File: src/rtl/decode_stage_pkg.sv
// Shared decode definitions: opcode map, instruction classes and IR field positions,
// used by the fetch, decode and execute stages.
package decode_stage_pkg;

  localparam logic [7:0] OP_ADD  = 8'h00;
  localparam logic [7:0] OP_SUB  = 8'h01;
  localparam logic [7:0] OP_AND  = 8'h02;
  localparam logic [7:0] OP_OR   = 8'h03;
  localparam logic [7:0] OP_ADDI = 8'h10;
  localparam logic [7:0] OP_SUBI = 8'h11;
  localparam logic [7:0] OP_LDW  = 8'h20;
  localparam logic [7:0] OP_STW  = 8'h21;
  localparam logic [7:0] OP_BR   = 8'h30;
  localparam logic [7:0] OP_JMP  = 8'h31;
  localparam logic [7:0] OP_HALT = 8'hF0;
  localparam logic [7:0] OP_NOP  = 8'hFF;

  localparam int IR_OP_MSB   = 31;
  localparam int IR_OP_LSB   = 24;
  localparam int IR_DEST_MSB = 23;
  localparam int IR_DEST_LSB = 20;
  localparam int IR_SRC1_MSB = 19;
  localparam int IR_SRC1_LSB = 16;
  localparam int IR_SRC2_MSB = 15;
  localparam int IR_SRC2_LSB = 12;
  localparam int IR_IMM_MSB  = 15;
  localparam int IR_IMM_LSB  = 0;

  typedef enum logic [2:0] {
    CLS_ALU_RR,
    CLS_ALU_RI,
    CLS_LDW,
    CLS_STW,
    CLS_BR,
    CLS_JMP,
    CLS_HALT,
    CLS_NOP
  } op_class_e;

  // Unassigned opcodes decode as NOP so they never issue.
  function automatic op_class_e op_class(input logic [7:0] op);
    op_class_e c;
    case (op)
      OP_ADD, OP_SUB, OP_AND, OP_OR: c = CLS_ALU_RR;
      OP_ADDI, OP_SUBI:              c = CLS_ALU_RI;
      OP_LDW:                        c = CLS_LDW;
      OP_STW:                        c = CLS_STW;
      OP_BR:                         c = CLS_BR;
      OP_JMP:                        c = CLS_JMP;
      OP_HALT:                       c = CLS_HALT;
      default:                       c = CLS_NOP;
    endcase
    return c;
  endfunction

endpackage

File: src/rtl/decode_regfile_sb.sv
// GPR file (2 read, 1 write) with per-register busy bits; a same-cycle writeback
// is forwarded to the read ports and masks the busy bit of that register.
module decode_regfile_sb #(
  parameter int NUM_REGS   = 16,
  parameter int DATA_WIDTH = 16
) (
  input  logic                        clk,
  input  logic                        rst_n,
  input  logic [$clog2(NUM_REGS)-1:0] rd1_idx,
  input  logic [$clog2(NUM_REGS)-1:0] rd2_idx,
  output logic [DATA_WIDTH-1:0]       rd1_data,
  output logic [DATA_WIDTH-1:0]       rd2_data,
  output logic                        rd1_busy,
  output logic                        rd2_busy,
  input  logic                        wb_en,
  input  logic [$clog2(NUM_REGS)-1:0] wb_idx,
  input  logic [DATA_WIDTH-1:0]       wb_data,
  input  logic                        set_en,
  input  logic [$clog2(NUM_REGS)-1:0] set_idx
);

  logic [NUM_REGS-1:0][DATA_WIDTH-1:0] gpr_q, gpr_d;
  logic [NUM_REGS-1:0]                 busy_q, busy_d;
  logic                                rd1_byp, rd2_byp;

  assign rd1_byp  = wb_en && (wb_idx == rd1_idx);
  assign rd2_byp  = wb_en && (wb_idx == rd2_idx);
  assign rd1_data = rd1_byp ? wb_data : gpr_q[rd1_idx];
  assign rd2_data = rd2_byp ? wb_data : gpr_q[rd2_idx];
  assign rd1_busy = busy_q[rd1_idx] && !rd1_byp;
  assign rd2_busy = busy_q[rd2_idx] && !rd2_byp;

  // Issue set is applied after the writeback clear so it wins on the same register.
  always_comb begin
    gpr_d  = gpr_q;
    busy_d = busy_q;
    if (wb_en) begin
      gpr_d[wb_idx]  = wb_data;
      busy_d[wb_idx] = 1'b0;
    end
    if (set_en) begin
      busy_d[set_idx] = 1'b1;
    end
  end

  always_ff @(negedge clk or negedge rst_n) begin
    if (!rst_n) begin
      gpr_q  <= '0;
      busy_q <= '0;
    end else begin
      gpr_q  <= gpr_d;
      busy_q <= busy_d;
    end
  end

endmodule

File: src/rtl/decode_stage.sv
// Decode stage: FE/DE latch to DE/EX latch with scoreboard RAW interlock and branch hold.
// State advances on the falling edge of I_CLOCK; I_LOCK low is an asynchronous reset.
module decode_stage
  import decode_stage_pkg::*;
#(
  parameter int NUM_REGS   = 16,
  parameter int DATA_WIDTH = 16,
  parameter int PC_WIDTH   = 16,
  parameter int IR_WIDTH   = 32
) (
  input  logic                        I_CLOCK,
  input  logic                        I_LOCK,
  input  logic [PC_WIDTH-1:0]         I_PC,
  input  logic [IR_WIDTH-1:0]         I_IR,
  input  logic                        I_FetchStall,
  input  logic                        I_WriteBackEnable,
  input  logic [$clog2(NUM_REGS)-1:0] I_WriteBackRegIdx,
  input  logic [DATA_WIDTH-1:0]       I_WriteBackData,
  input  logic                        I_BranchAddrSelect,
  output logic                        O_LOCK,
  output logic [PC_WIDTH-1:0]         O_PC,
  output logic [7:0]                  O_Opcode,
  output logic [$clog2(NUM_REGS)-1:0] O_DestRegIdx,
  output logic [DATA_WIDTH-1:0]       O_Src1Value,
  output logic [DATA_WIDTH-1:0]       O_Src2Value,
  output logic                        O_DepStall,
  output logic                        O_DepStallSignal,
  output logic                        O_BranchStallSignal
);

  localparam int IDX_W = $clog2(NUM_REGS);

  logic [7:0]            opcode;
  logic [IDX_W-1:0]      dest_idx, src1_idx, src2_idx;
  logic [15:0]           imm;
  logic [DATA_WIDTH-1:0] imm_ext, rd1_data, rd2_data, src2_val;
  logic                  rd1_busy, rd2_busy;
  op_class_e             cls;
  logic                  writes_dest, reads_src1, reads_src2, is_branch;
  logic                  valid, hazard, issue;

  logic                  lock_q, lock_d;
  logic [PC_WIDTH-1:0]   pc_q, pc_d;
  logic [7:0]            opcode_q, opcode_d;
  logic [IDX_W-1:0]      dest_q, dest_d;
  logic [DATA_WIDTH-1:0] src1_q, src1_d, src2_q, src2_d;
  logic                  dep_stall_q, dep_stall_d;
  logic                  branch_pending_q, branch_pending_d;

  assign opcode   = I_IR[IR_OP_MSB:IR_OP_LSB];
  assign dest_idx = I_IR[IR_DEST_MSB:IR_DEST_LSB];
  assign src1_idx = I_IR[IR_SRC1_MSB:IR_SRC1_LSB];
  assign src2_idx = I_IR[IR_SRC2_MSB:IR_SRC2_LSB];
  assign imm      = I_IR[IR_IMM_MSB:IR_IMM_LSB];
  assign imm_ext  = DATA_WIDTH'($signed(imm));
  assign cls      = op_class(opcode);

  always_comb begin
    writes_dest = 1'b0;
    reads_src1  = 1'b0;
    reads_src2  = 1'b0;
    is_branch   = 1'b0;
    case (cls)
      CLS_ALU_RR: begin writes_dest = 1'b1; reads_src1 = 1'b1; reads_src2 = 1'b1; end
      CLS_ALU_RI: begin writes_dest = 1'b1; reads_src1 = 1'b1; end
      CLS_LDW:    begin writes_dest = 1'b1; reads_src1 = 1'b1; end
      CLS_STW:    begin reads_src1 = 1'b1; reads_src2 = 1'b1; end
      CLS_BR:     begin reads_src1 = 1'b1; is_branch = 1'b1; end
      CLS_JMP:    is_branch = 1'b1;
      default:    ;
    endcase
  end

  // Gating with I_LOCK lets the stall outputs fall as soon as reset asserts.
  assign valid    = I_LOCK && !I_FetchStall && (cls != CLS_NOP);
  assign hazard   = valid && ((reads_src1 && rd1_busy) || (reads_src2 && rd2_busy));
  assign issue    = valid && !hazard && !branch_pending_q;
  assign src2_val = reads_src2 ? rd2_data : imm_ext;

  assign O_DepStallSignal    = hazard && !branch_pending_q;
  assign O_BranchStallSignal = branch_pending_q || (valid && is_branch && !hazard);

  decode_regfile_sb #(
    .NUM_REGS   (NUM_REGS),
    .DATA_WIDTH (DATA_WIDTH)
  ) u_regfile_sb (
    .clk      (I_CLOCK),
    .rst_n    (I_LOCK),
    .rd1_idx  (src1_idx),
    .rd2_idx  (src2_idx),
    .rd1_data (rd1_data),
    .rd2_data (rd2_data),
    .rd1_busy (rd1_busy),
    .rd2_busy (rd2_busy),
    .wb_en    (I_WriteBackEnable),
    .wb_idx   (I_WriteBackRegIdx),
    .wb_data  (I_WriteBackData),
    .set_en   (issue && writes_dest),
    .set_idx  (dest_idx)
  );

  // Non-issue edges present a NOP bubble; the remaining DE/EX fields hold.
  always_comb begin
    lock_d      = I_LOCK;
    pc_d        = pc_q;
    opcode_d    = OP_NOP;
    dest_d      = dest_q;
    src1_d      = src1_q;
    src2_d      = src2_q;
    dep_stall_d = 1'b1;
    if (issue) begin
      pc_d        = I_PC;
      opcode_d    = opcode;
      dest_d      = dest_idx;
      src1_d      = rd1_data;
      src2_d      = src2_val;
      dep_stall_d = 1'b0;
    end
    branch_pending_d = branch_pending_q;
    if (issue && is_branch) begin
      branch_pending_d = 1'b1;
    end else if (I_BranchAddrSelect) begin
      branch_pending_d = 1'b0;
    end
  end

  always_ff @(negedge I_CLOCK or negedge I_LOCK) begin
    if (!I_LOCK) begin
      lock_q           <= 1'b0;
      pc_q             <= '0;
      opcode_q         <= OP_NOP;
      dest_q           <= '0;
      src1_q           <= '0;
      src2_q           <= '0;
      dep_stall_q      <= 1'b1;
      branch_pending_q <= 1'b0;
    end else begin
      lock_q           <= lock_d;
      pc_q             <= pc_d;
      opcode_q         <= opcode_d;
      dest_q           <= dest_d;
      src1_q           <= src1_d;
      src2_q           <= src2_d;
      dep_stall_q      <= dep_stall_d;
      branch_pending_q <= branch_pending_d;
    end
  end

  assign O_LOCK       = lock_q;
  assign O_PC         = pc_q;
  assign O_Opcode     = opcode_q;
  assign O_DestRegIdx = dest_q;
  assign O_Src1Value  = src1_q;
  assign O_Src2Value  = src2_q;
  assign O_DepStall   = dep_stall_q;

endmodule

File: config.mk
export PLATFORM = sky130hd
export DESIGN_NAME = decode_stage
export DESIGN_NICKNAME = d
export VERILOG_FILES = /design/src/rtl/decode_stage_pkg.sv /design/src/rtl/decode_regfile_sb.sv /design/src/rtl/decode_stage.sv
export SDC_FILE = /design/constraint.sdc
export NUM_CORES = 1
export LEC_CHECK = 0
export ABC_AREA = 0
export BUFFER_PORTS_ARGS = -buffer_cell sky130_fd_sc_hd__buf_2
export CAP_MARGIN = 20
export CORE_UTILIZATION = 60
export DETAILED_ROUTE_END_ITERATION = 8
export PLACE_DENSITY = 0.8
export SETUP_SLACK_MARGIN = 0.15
export SLEW_MARGIN = 20
export SYNTH_ARGS = -nofsm -noshare
export SYNTH_HDL_FRONTEND = slang
export SYNTH_SLANG_ARGS = --single-unit
File: constraint.sdc
create_clock -name I_CLOCK -period 5.5 [get_ports I_CLOCK]
set_clock_uncertainty 0.1 [all_clocks]
set_input_delay 0.825 -clock I_CLOCK [delete_from_list [all_inputs] [get_ports I_CLOCK]]
set_output_delay 0.825 -clock I_CLOCK [all_outputs]
set_load 0.01 [all_outputs]
==> run summary, run 1 <==
The flow ran to the end, but the final reports show violations. STA classifies the critical path startpoint as a flip-flop. For the worst flop-to-flop path, the logic depth is 11. Once detail routing completed, the nets flagged for antenna violations numbered 0. Input and output buffers added on the ports amount to 136. The count of yosys warnings during synthesis was 0. The setup check on the worst reg-to-reg path leaves a slack of 2630 ps. After synthesis, the share of flip-flops with an asynchronous set or reset is 100%.

Root cell of the clock tree: sky130_fd_sc_hd__clkbuf_16. The aggregate routed wire length came out at 52,600 um. The tools report the worst max-slew margin expressed relative to the limit as 48.7%. For the worst slack at placement, the log shows -572 ps. For the number of global-route vias before repair, the log shows 12.7k. The count of maximum capacitance violations was 0. For the cell area after synthesis, the log shows 17,400 um2.

The maximum number of pins on one net before global-route repair came out at 197. The first global-routing pass estimated 76,900 um of wire. In the synthesized netlist, the cells that appear most often are 326 x sky130_fd_sc_hd__dfrtn_1, 275 x sky130_fd_sc_hd__mux2_2, 151 x sky130_fd_sc_hd__mux4_2. The clock input transition at the sequential cells of the worst setup and hold paths is 50 ps. The post-route netlist has 59.9% of its cells at a drive strength greater than 1. The H-tree depth is 2. Yosys instantiated no cell more often than sky130_fd_sc_hd__dfrtn_1. The HPWL after detailed placement is 31,000 um.

For the final net count, the log shows 1,451. The setup path with the least slack is of type flip-flop to primary output. Global routing used 35.3% of the available tracks. Power spread over the standard cell area amounts to 365 nW/um2. At the pin with the least slew margin, the transition time is 769 ps. The share of synthesized area in the top cell type comes to 47.0%. The number of different library cells used by synthesis comes to 50.

The routed layout has 12.5k vias. Routed via count divided by cell count: 7.02. The cell type with the highest aggregate area in the netlist was sky130_fd_sc_hd__dfrtn_1. The run gives 61 as the count of standard-cell rows. The post-synthesis register bit count works out to 335. The final reports fail on negative setup slack. The total area inside the core boundary comes to 28,100 um2. From left edge to right edge, the die measures 172 um. Counting the buffers created by CTS gives 36.

Data on the critical path arrives at its endpoint at 5370 ps. The run gives -791 ps as the worst-case setup margin in the final layout. The number of pins exceeding their max-slew limit in the final report was 0. Following the worst setup path forward leads to its endpoint at O_DepStallSignal.

The most common flop cell mapped by yosys is sky130_fd_sc_hd__dfrtn_1. For this run the aggregate overflow at the end of global routing stands at 0. The longest clock path from root to sink contains 3 buffers. Counting every net in the synthesized netlist gives 1,229. For this design the static power due to leakage is 9.23 nW. The worst-case IR drop observed on VDD is 0.203 mV. For the count of endpoints failing hold in the final timing report, the log shows 0. Each instance of the synthesized netlist takes up on average 15.0 um2. The tools report the post-layout total power as 7.73 mW. Leaving out filler cells and counting taps, the final layout contains 1,783. The capturing point of the worst reg2reg path is O_Src2Value[14]. The clock drives 335 sinks.

The run gives 0 as the post-cts hold buffer count. After synthesis, the cell types taking the most area are sky130_fd_sc_hd__dfrtn_1 47%, sky130_fd_sc_hd__mux4_2 20%, sky130_fd_sc_hd__mux2_2 18%. The logs give 0.966 for the last weighted congestion value of the routability-driven placer and 29,600 um2 for the area enclosed by the die boundary. Start of the worst register-to-register path: u_regfile_sb.busy_q[1]. Initial antenna violation count: 2.

The final routed DRC violation total is 0. The logs give 4580 ps for the required time of the critical path and 1,496 for the violation count after the first detailed-routing iteration. The clock insertion delay at the later pin of the skew report is 530 ps. The element type at the critical path end is a primary output.

On the final layout, the worst hold slack is 354 ps. Sequential elements use 48.4% of the synthesized area. Setup repair after global routing could not meet its margin everywhere.

The per-cell routed wire length is 29.5 um. The post-synthesis cell count was 1,156; the number of optimization iterations in the first detailed-route pass was 5. Setup violations remaining at the end of the flow were counted as 59. The run gives 1,685 as the placed instance count. The min-delay analysis places its worst path in the category flip-flop to flip-flop. TritonCTS built the clock tree. The number of enable flip-flop cells after synthesis was 0. Compared with the post-synthesis result, the final layout area differs by 22.0%. In this run the count of I/O pins placed on the die edge is 137. Overall die height: 172 um. Of all nets on the critical path, the largest fanout is 4.

Tracing the worst setup path back leads to its startpoint at u_regfile_sb.busy_q[1]. Once the floorplan was initialized, standard cells occupied 61.8% of the core.
-- per-layer routing --
| metal | GRT usage [%] | routed length [um] | up-vias |
|---|---|---|---|
| li1 | - | - | 4902 |
| met1 | 45.3 | 19200 | 6548 |
| met2 | 56.1 | 25200 | 828 |
| met3 | 8.70 | 5240 | 247 |
| met4 | 18.7 | 2980 | 0 |
| met5 | 0 | 0 | - |
-- through the flow --
stage               util, %  setup TNS, ps  instance area (um2)
floorplan                 -         -16520                17500
global placement       69.0         -33500                19400
detailed placement     69.0         -40220                19400
CTS                    74.8          -1580                21000
global route           75.4          -7990                21200
finish                 75.4          -7910                21200
-- worst max-delay path, cell delays in order, from the launching register on --
cell and delay (ps):
sky130_fd_sc_hd__dfrtn_1 380, sky130_fd_sc_hd__mux4_2 480, sky130_fd_sc_hd__mux4_2 500, sky130_fd_sc_hd__o211ai_2 110
sky130_fd_sc_hd__o31a_4 210, sky130_fd_sc_hd__buf_12 110, sky130_fd_sc_hd__buf_4 120, sky130_fd_sc_hd__nor2b_4 40
sky130_fd_sc_hd__buf_6 110
-- power by group --
group          switching, mW  internal (mW)
Sequential             0.416           3.05
Clock                   1.05           1.43
Combinational          0.716           1.07
Total                   2.19           5.55
-- layout by cell type, fill, tap and decap left out, types with 3 or more instances in the layout --
master,instances
sky130_fd_sc_hd__dfrtn_1,326
sky130_fd_sc_hd__mux2_2,259
sky130_fd_sc_hd__mux4_2,153
sky130_fd_sc_hd__buf_2,130
sky130_fd_sc_hd__buf_4,111
sky130_fd_sc_hd__clkbuf_16,39
sky130_fd_sc_hd__mux2_4,34
sky130_fd_sc_hd__buf_12,31
sky130_fd_sc_hd__a21oi_1,30
sky130_fd_sc_hd__nand2_1,29
sky130_fd_sc_hd__a22oi_1,29
sky130_fd_sc_hd__mux2i_1,22
sky130_fd_sc_hd__nor2_1,21
sky130_fd_sc_hd__inv_1,15
sky130_fd_sc_hd__a31oi_1,15
sky130_fd_sc_hd__nand2b_1,14
sky130_fd_sc_hd__a21o_1,14
sky130_fd_sc_hd__o21ai_0,12
sky130_fd_sc_hd__nor2_2,10
sky130_fd_sc_hd__dfstp_2,9
sky130_fd_sc_hd__o41ai_2,7
sky130_fd_sc_hd__a21oi_2,6
sky130_fd_sc_hd__clkinv_2,6
sky130_fd_sc_hd__xnor2_1,5
sky130_fd_sc_hd__clkbuf_1,5
sky130_fd_sc_hd__inv_4,4
sky130_fd_sc_hd__buf_6,4
sky130_fd_sc_hd__xor2_1,3
sky130_fd_sc_hd__nand3_1,3
sky130_fd_sc_hd__nor2b_1,3
sky130_fd_sc_hd__buf_16,3
-- kinds of logic after synthesis --
group	count (synthesis)	synth area share, %
compound gates	128	4.92
xor+xnor	8	0.404
buf+inv	115	2.86
flops	335	48.4
mux	468	40.6
simple gates	102	2.88
-- repair_timing --
item	CTS	global route
endpoints found under the hold margin	0	0
setup endpoints to repair	76	73
pin swaps	1	1
gates cloned	4	0
setup buffers	13	7
gates resized for setup	41	20
-- area by class of cell --
type / instances / area (um2)
Antenna cell: 2 / 5.00
Clock buffer: 46 / 1020
Clock inverter: 26 / 191
Fill cell: 1555 / 6900
Inverter: 7 / 38.8
Multi-Input combinational cell: 706 / 8740
Sequential cell: 335 / 8390
Tap cell: 378 / 473
Timing Repair Buffer: 282 / 2290
Timing Repair inverter: 1 / 20.0
-- how the worst min path moves through the flow --
| stage | end | from | slack, ps | cells after the start |
|---|---|---|---|---|
| after CTS | branch_pending_q | branch_pending_q | 350 | 1 |
| after floorplan | branch_pending_q | branch_pending_q | 310 | 1 |
| after global routing | O_Src2Value[9] | O_Src2Value[9] | 370 | 1 |
| after detailed placement | branch_pending_q | branch_pending_q | 350 | 1 |
| after global placement | branch_pending_q | branch_pending_q | 340 | 1 |
| final | O_PC[4] | O_PC[4] | 350 | 1 |
-- flip-flops by register name, summed over array words and instances (netlist names) --
register and cells:
u_regfile_sb.gpr_q 256, O_PC 16, O_Src1Value 16, O_Src2Value 16, u_regfile_sb.busy_q 16, O_Opcode 8
O_DestRegIdx 4, O_DepStall 1, O_LOCK 1, branch_pending_q 1
(Power assumes the default switching activity.)
==> inputs of run 2 (changes only) <==
--- a/config.mk
+++ b/config.mk
@@ -11,7 +11,6 @@
 export CORE_UTILIZATION = 60
 export DETAILED_ROUTE_END_ITERATION = 8
 export PLACE_DENSITY = 0.8
-export SETUP_SLACK_MARGIN = 0.15
 export SLEW_MARGIN = 20
 export SYNTH_ARGS = -nofsm -noshare
 export SYNTH_HDL_FRONTEND = slang
==> run summary, run 2 (synthesis results as in run 1) <==
The run finished, with violations left. For this design the total switching power over the nets is 2.08 mW. STA puts the critical path data required time at 4580 ps.

The checks that failed: negative setup slack. The area growth from synthesis to layout is 20.7%. STA classifies the critical path endpoint as a primary output. Uppermost signal routing layer after detailed routing: met4.

Input and output buffers added on the ports amount to 136. The number of pins exceeding their max-slew limit in the final report is 0, and the data arrival at the endpoint of the critical path is 5240 ps. The clock net in this run drives a total of 335 sinks. For the pin with the worst max-slew slack, the measured transition is 927 ps. The final layout contains routed wiring with a total length of 49,900 um.

The overall die height works out to 172 um. The worst stage delay on the critical path came out at 480 ps. The root cell of the clock tree was sky130_fd_sc_hd__clkbuf_16. The routed via count divided by cell count works out to 6.87. TritonCTS built the clock tree. Once detail routing completed, the nets flagged for antenna violations numbered 0. Core area: 28,100 um2. Clock-pin slew was measured on the worst setup and hold paths at 40 ps. After detailed routing, the average wire length per cell comes to 28.3 um.

The layout has 1,618 filler cells. The clock tree synthesis step divided the H-tree into 2 levels. In this run the power density over the cells is 375 nW/um2. Internal power comes to 5.76 mW. The final-layout worst hold slack is 353 ps. The clock network is responsible for 33.8% of the overall power. The final cell area excluding filler cells was 20,900 um2. The flip-flop count of the largest register after layout is 256. The min-delay analysis places its worst path in the category flip-flop to flip-flop. The worst max-slew margin expressed relative to the limit was 38.2%; the area enclosed by the die boundary was 29,600 um2.

The initial utilization of the core area, before any placement, comes to 61.8%. In the final routing, the length of wire on met1 measures 18,600 um. Once placement finished, the instance area stood at 19,400 um2. The critical path in this run is classified as flip-flop to primary output. Once detailed placement completed, the half-perimeter wirelength came to 30,600 um. The power share of the combinational group was 22.2%.

The library cell used most frequently in the layout, excluding fill and tap cells, is sky130_fd_sc_hd__dfrtn_1. The count of endpoints failing hold in the final timing report came out at 0. The top cell types in the final layout, fill and taps aside, are 326 x sky130_fd_sc_hd__dfrtn_1, 262 x sky130_fd_sc_hd__mux2_2, 153 x sky130_fd_sc_hd__mux4_2.

The pre-antenna-repair detailed-routing pass consisted of 5 iterations. The sequential share of power was 44.0%; the worst-case setup margin in the final layout was -662 ps. The number of global-route vias before repair is 12.5k. The floorplan die width is 172 um, and the post-cts hold buffer count is 0. The logs give 61 for the count of standard-cell rows and 3 for the worst-case clock buffer depth. In this run the count of I/O pins placed on the die edge is 137. After the last flow step, the layout net total stands at 1,433. The tools report the maximum number of pins on one net before global-route repair as 162. The count of maximum capacitance violations was 0; the violation count after the first detailed-routing iteration was 1,365. Ranked by flip-flop count, first place goes to u_regfile_sb.gpr_q. For the leakage power figure, the log shows 9.07 nW. After detailed routing, the number of remaining DRC violations is 0. The placed instance count came out at 1,683. For this run, the number of standard cells in the final layout without fillers is 1,764. In the detailed route, the total length drawn on met2 is 24,600 um. The congestion estimate from routability-driven global placement came to 0.935. The logs give 12.1k for the total number of vias and 520 ps for the clock insertion delay at the later pin of the skew report.

Prior to clock tree synthesis, the placed netlist has a worst setup slack of -572 ps. Cells fill 74.6% of the core in the end. Of the cells placed in the final design, the portion with a size suffix greater than 1 is 57.4%. Summed over all nets, wire length on met3 after detailed routing comes to 4570 um. The slowest stage of the critical path is the sky130_fd_sc_hd__dfrtn_1 cell.

For the residual overflow from global routing, the log shows 0. Setup repair after global routing could not meet its margin everywhere. In this run switching power makes up 26.5% of total power. The logs give 22 for the count of endpoints failing setup in the final report and 0.193 mV for the largest voltage drop on the vdd net. Of all nets on the critical path, the largest fanout is 3.

Clock buffer count from CTS: 35. The signal on the critical path passes through buf_6 -> mux4_2 -> mux2i_1 -> mux2_4 -> o31a_4 -> buf_8 -> nor2b_1 -> buf_2. Initial antenna violation count: 1.

The startpoint type of the worst setup path was a flip-flop. The run gives 75,300 um as the global-route wire length before repair. The overall fraction of global-route tracks in use was 34.8%.
==> run 2: cell types whose count changed in the layout (fill, tap and decap cells not counted), sizes merged <==
cell	delta
bufbuf	-1
bufinv	+5
buf	-16
clkbuf	+3
clkinv	-3
inv	-6
clkinvlp	-1
==> run 2: power by group through the flow <==
stage	registers [mW]	logic [mW]	clock network (mW)
finish	3.46	1.74	2.65
global placement	3.40	1.64	0.0112
floorplan	3.36	1.17	0.0112
global route	3.51	1.85	2.78
CTS	3.43	1.73	2.67
detailed placement	3.45	1.69	0.0112
==> run 2: final cells by class <==
| class | count | area, um2 | share of cell area, % |
|---|---|---|---|
| clock buffer | 49 | 1040 | 4.98 |
| inverter | 7 | 42.5 | 0.203 |
| tap | 378 | 473 | 2.26 |
| multi-input combinational | 706 | 8580 | 41.0 |
| sequential | 335 | 8390 | 40.1 |
| antenna | 2 | 5.00 | 0.0239 |
| timing repair inverter | 1 | 16.3 | 0.0777 |
| clock inverter | 21 | 265 | 1.27 |
| timing repair buffer | 265 | 2130 | 10.2 |
==> run 2: path summary, 6_finish.rpt <==
check,endpoint,slack (ps),depth (start not counted),start
min in group asynchronous,u_regfile_sb.busy_q[14],2950,2,I_LOCK
max in group asynchronous,u_regfile_sb.gpr_q[58],1040,3,I_LOCK
hold / removal,O_PC[7],350,1,O_PC[7]
hold reg to reg,O_PC[7],350,1,O_PC[7]
setup reg to reg,O_Src2Value[15],2750,9,u_regfile_sb.busy_q[7]
setup / recovery,O_DepStallSignal,-660,8,u_regfile_sb.busy_q[6]
==> run 2: repair_timing <==
action / in CTS / in global routing
setup endpoints to repair: 30 / 50
gates resized for setup: 14 / 19
cloned: 2 / 0
pin swaps: 1 / 0
buffers inserted: 6 / 3
==> run 2: critical path, delay by kind of cell, from the launching register on <==
family | cells | cell delay [ps]
AOI/OAI and AO/OA | 1 | 360
and+or+nand+nor | 1 | 130
DFF | 1 | 480
muxes | 3 | 590
buffers and inverters | 3 | 410
==> run 2: per-stage QoR <==
| stage | power (mW) | TNS (ps) |
|---|---|---|
| after CTS | 7.83 | -1370 |
| after floorplan | 4.54 | -16420 |
| final | 7.85 | -1790 |
| after global placement | 5.05 | -31020 |
| after global routing | 8.14 | -3000 |
| after detailed placement | 5.15 | -37210 |
==> run 2: routing by layer <==
layer | GRT usage, % | up-vias
met1 | 44.0 | 6331
met3 | 8.79 | 164
li1 | - | 4864
met4 | 16.2 | 0
met2 | 56.5 | 764
met5 | 0 | -
==> inputs of run 3 (changes only) <==
--- a/config.mk
+++ b/config.mk
@@ -8,7 +8,9 @@
 export ABC_AREA = 0
 export BUFFER_PORTS_ARGS = -buffer_cell sky130_fd_sc_hd__buf_2
 export CAP_MARGIN = 20
+export CORE_ASPECT_RATIO = 0.6
 export CORE_UTILIZATION = 60
+export CTS_BUF_LIST = sky130_fd_sc_hd__clkbuf_16
 export DETAILED_ROUTE_END_ITERATION = 8
 export PLACE_DENSITY = 0.8
 export SLEW_MARGIN = 20
==> run summary, run 3 (synthesis results as in run 1) <==
The worst setup path is launched from a flip-flop. The tools report the H-tree depth as 1. The tools report the root cell of the clock tree as sky130_fd_sc_hd__clkbuf_16. The final route contains 11.9k vias. The run gives 48.4% as the global-route met1 utilization.

Setup repair after global routing could not meet its margin everywhere. Measured in cells, the most critical reg-to-reg path has a length of 7. Global-route wire length before repair: 75,000 um.

The library cell used most frequently in the layout, excluding fill and tap cells, is sky130_fd_sc_hd__dfrtn_1. In the final layout, the share of cells above drive strength 1 is 57.6%. The largest voltage drop on the vdd net is 0.313 mV. For this design the static power due to leakage is 8.96 nW.

The run finished, with violations left. The residual overflow from global routing is 0, and the count of standard-cell rows is 47. Global routing consumed, over all layers together, 34.1% of the routing resources. The count of cells in the finished layout, fillers not included, comes to 1,748. The clock net in this run drives a total of 335 sinks. By startpoint and endpoint, the worst setup path is classified as flip-flop to primary output. The number of global-route vias before repair came out at 12.1k.

Leaving out fill and tap cells, the most frequent cells in the layout are 326 x sky130_fd_sc_hd__dfrtn_1, 271 x sky130_fd_sc_hd__mux2_2, 153 x sky130_fd_sc_hd__mux4_2. Using the TritonRoute via totals, the vias-per-cell ratio works out to 6.78. The HPWL after detailed placement came out at 31,200 um. The worst pin sits at a relative slew slack of 40.4%.

The area growth from synthesis to layout is 19.1%, and the count of port buffers added during placement is 136. The met2 routing resource usage after global routing was 52.4%. The core region is 28,000 um2. For the worst-case clock buffer depth, the log shows 3.

The cell with the largest stage delay on the worst path is sky130_fd_sc_hd__mux4_2. Setup violations remaining at the end of the flow were counted as 2. The count of buffer and inverter cells on the critical path is 4.

The cell family contributing the most delay on the critical path is multiplexers. Final routed DRC violation total: 0. The diode insertion count for antenna repair was 0. The required time of the critical path is 4580 ps, and the floorplan die width is 222 um. The tools report the initial antenna violation count as 0. The number of cells on the worst hold path is 1, and the count of boundary I/O pins is 137. The multi-input combinational cells in the finished layout cover a total of 8550 um2.

The run gives 0 as the count of endpoints failing hold in the final timing report. The number of pins exceeding their max-slew limit in the final report is 0. Class of the worst hold path: flip-flop to flip-flop. The logs give 1,452 for the violation count after the first detailed-routing iteration and 8390 um2 for the sequential cell area in the final layout.

The signal on the critical path passes through mux4_2 -> mux4_2 -> o211ai_2 -> o31a_4 -> buf_6 -> buf_12 -> buf_6 -> nor2b_1 -> buf_2. At the pin with the least slew margin, the transition time is 893 ps. The net count of the finished layout is 1,429. The run gives 0.944 as the last weighted congestion value of the routability-driven placer. The logs give 7 for the number of optimization iterations in the first detailed-route pass and 1,672 for the placed instance count. Entering global routing, the biggest net connects 139 pins.

After filler insertion, the fill cell instance count of the layout stands at 1,727. Measured on the finished design, the core utilization comes to 73.9%. The count of nets left with antenna violations once routing finished came out at 0. Of all nets on the critical path, the largest fanout is 3.

The tools report the element type at the critical path end as a primary output. Clock latency on the worst-skew pair, taken at its later pin, is 570 ps. The area enclosed by the die boundary is 29,600 um2.

The per-cell routed wire length works out to 28.2 um. The register with the most flip-flops in the final layout is u_regfile_sb.gpr_q. The checks that failed: negative setup slack.

At the worst endpoint, the arrival time is 5360 ps. The die is 134 um tall. In this run the number of cells on the critical path is 9. The register with the most flip-flops in the layout has 256 of them. The worst-case setup margin in the final layout came out at -783 ps. The number of clock buffers added by TritonCTS is 31. In this run the power density over the cells is 360 nW/um2.

The layer flagged by global routing as most heavily used is met2. The met3 demand-to-capacity share in global routing was 10.6%. TritonCTS built the clock tree.

After clock tree synthesis, the clock-pin slew on the worst setup and hold paths is 50 ps. After detailed routing, the total wire length is 49,200 um. For the count of maximum capacitance violations, the log shows 0.

Once the floorplan was initialized, standard cells occupied 62.0% of the core. The worst stage delay on the critical path is 500 ps.
[run 3: cell count changes in the layout (fill, tap and decap cells not counted), moves of 4 or more]
cell,delta
sky130_fd_sc_hd__inv_6,+5
sky130_fd_sc_hd__mux2_2,+9
sky130_fd_sc_hd__mux2_4,-9
sky130_fd_sc_hd__bufinv_16,-4
sky130_fd_sc_hd__clkbuf_1,-6
sky130_fd_sc_hd__clkbuf_8,-5
[run 3: metrics by stage]
step | hold slack [ps] | setup TNS, ps | cell area, um2 | power (mW) | worst slack, ps
after global routing | 363 | -1660 | 20700 | 7.74 | -834
final | 350 | -1550 | 20700 | 7.45 | -783
after CTS | 352 | -1600 | 20600 | 7.45 | -800
after detailed placement | 347 | -37690 | 19400 | 5.18 | -626
after floorplan | 312 | -16420 | 17400 | 4.54 | -344
after global placement | 349 | -33520 | 19400 | 5.07 | -576
[run 3: worst paths after layout]
check                           slack, ps                      end                    start
worst min-delay path                  350                  O_PC[0]                  O_PC[0]
max in group asynchronous            1710  u_regfile_sb.gpr_q[182]                   I_LOCK
worst max register to register       2860           O_Src2Value[8]  u_regfile_sb.busy_q[14]
worst min register to register        350                  O_PC[0]                  O_PC[0]
min in group asynchronous            2810                   O_LOCK                   I_LOCK
worst max-delay path                 -780         O_DepStallSignal  u_regfile_sb.busy_q[14]
[run 3: report_power, final]
part / switching, mW / internal [mW] / total (mW)
clock network: 1.02 / 1.25 / 2.27
registers: 0.404 / 3.05 / 3.45
logic: 0.672 / 1.05 / 1.72
total: 2.10 / 5.35 / 7.45
[run 3: area by class of cell]
type	instances	area share, %
flip-flops and latches	335	40.6
repair buffers	266	10.4
clock buffers	33	3.99
well taps	367	2.22
clock inverters	34	1.28
multi-input cells	706	41.4
inverters	7	0.151
[run 3: per-layer routing]
metal	up-vias	wire length (um)	part of all wire, %
met3	96	5780	12
met4	0	1330	2.7
li1	4880	-	-
met2	702	22300	45
met1	6175	19800	40
met5	-	0	0
[run 3: repair_timing]
item | in CTS | in global routing
resized for setup | 11 | 7
pin swaps | 2 | 0
gates cloned | 0 | 2
setup endpoints to repair | 30 | 42
buffers inserted | 6 | 2
hold buffers | 0 | 0
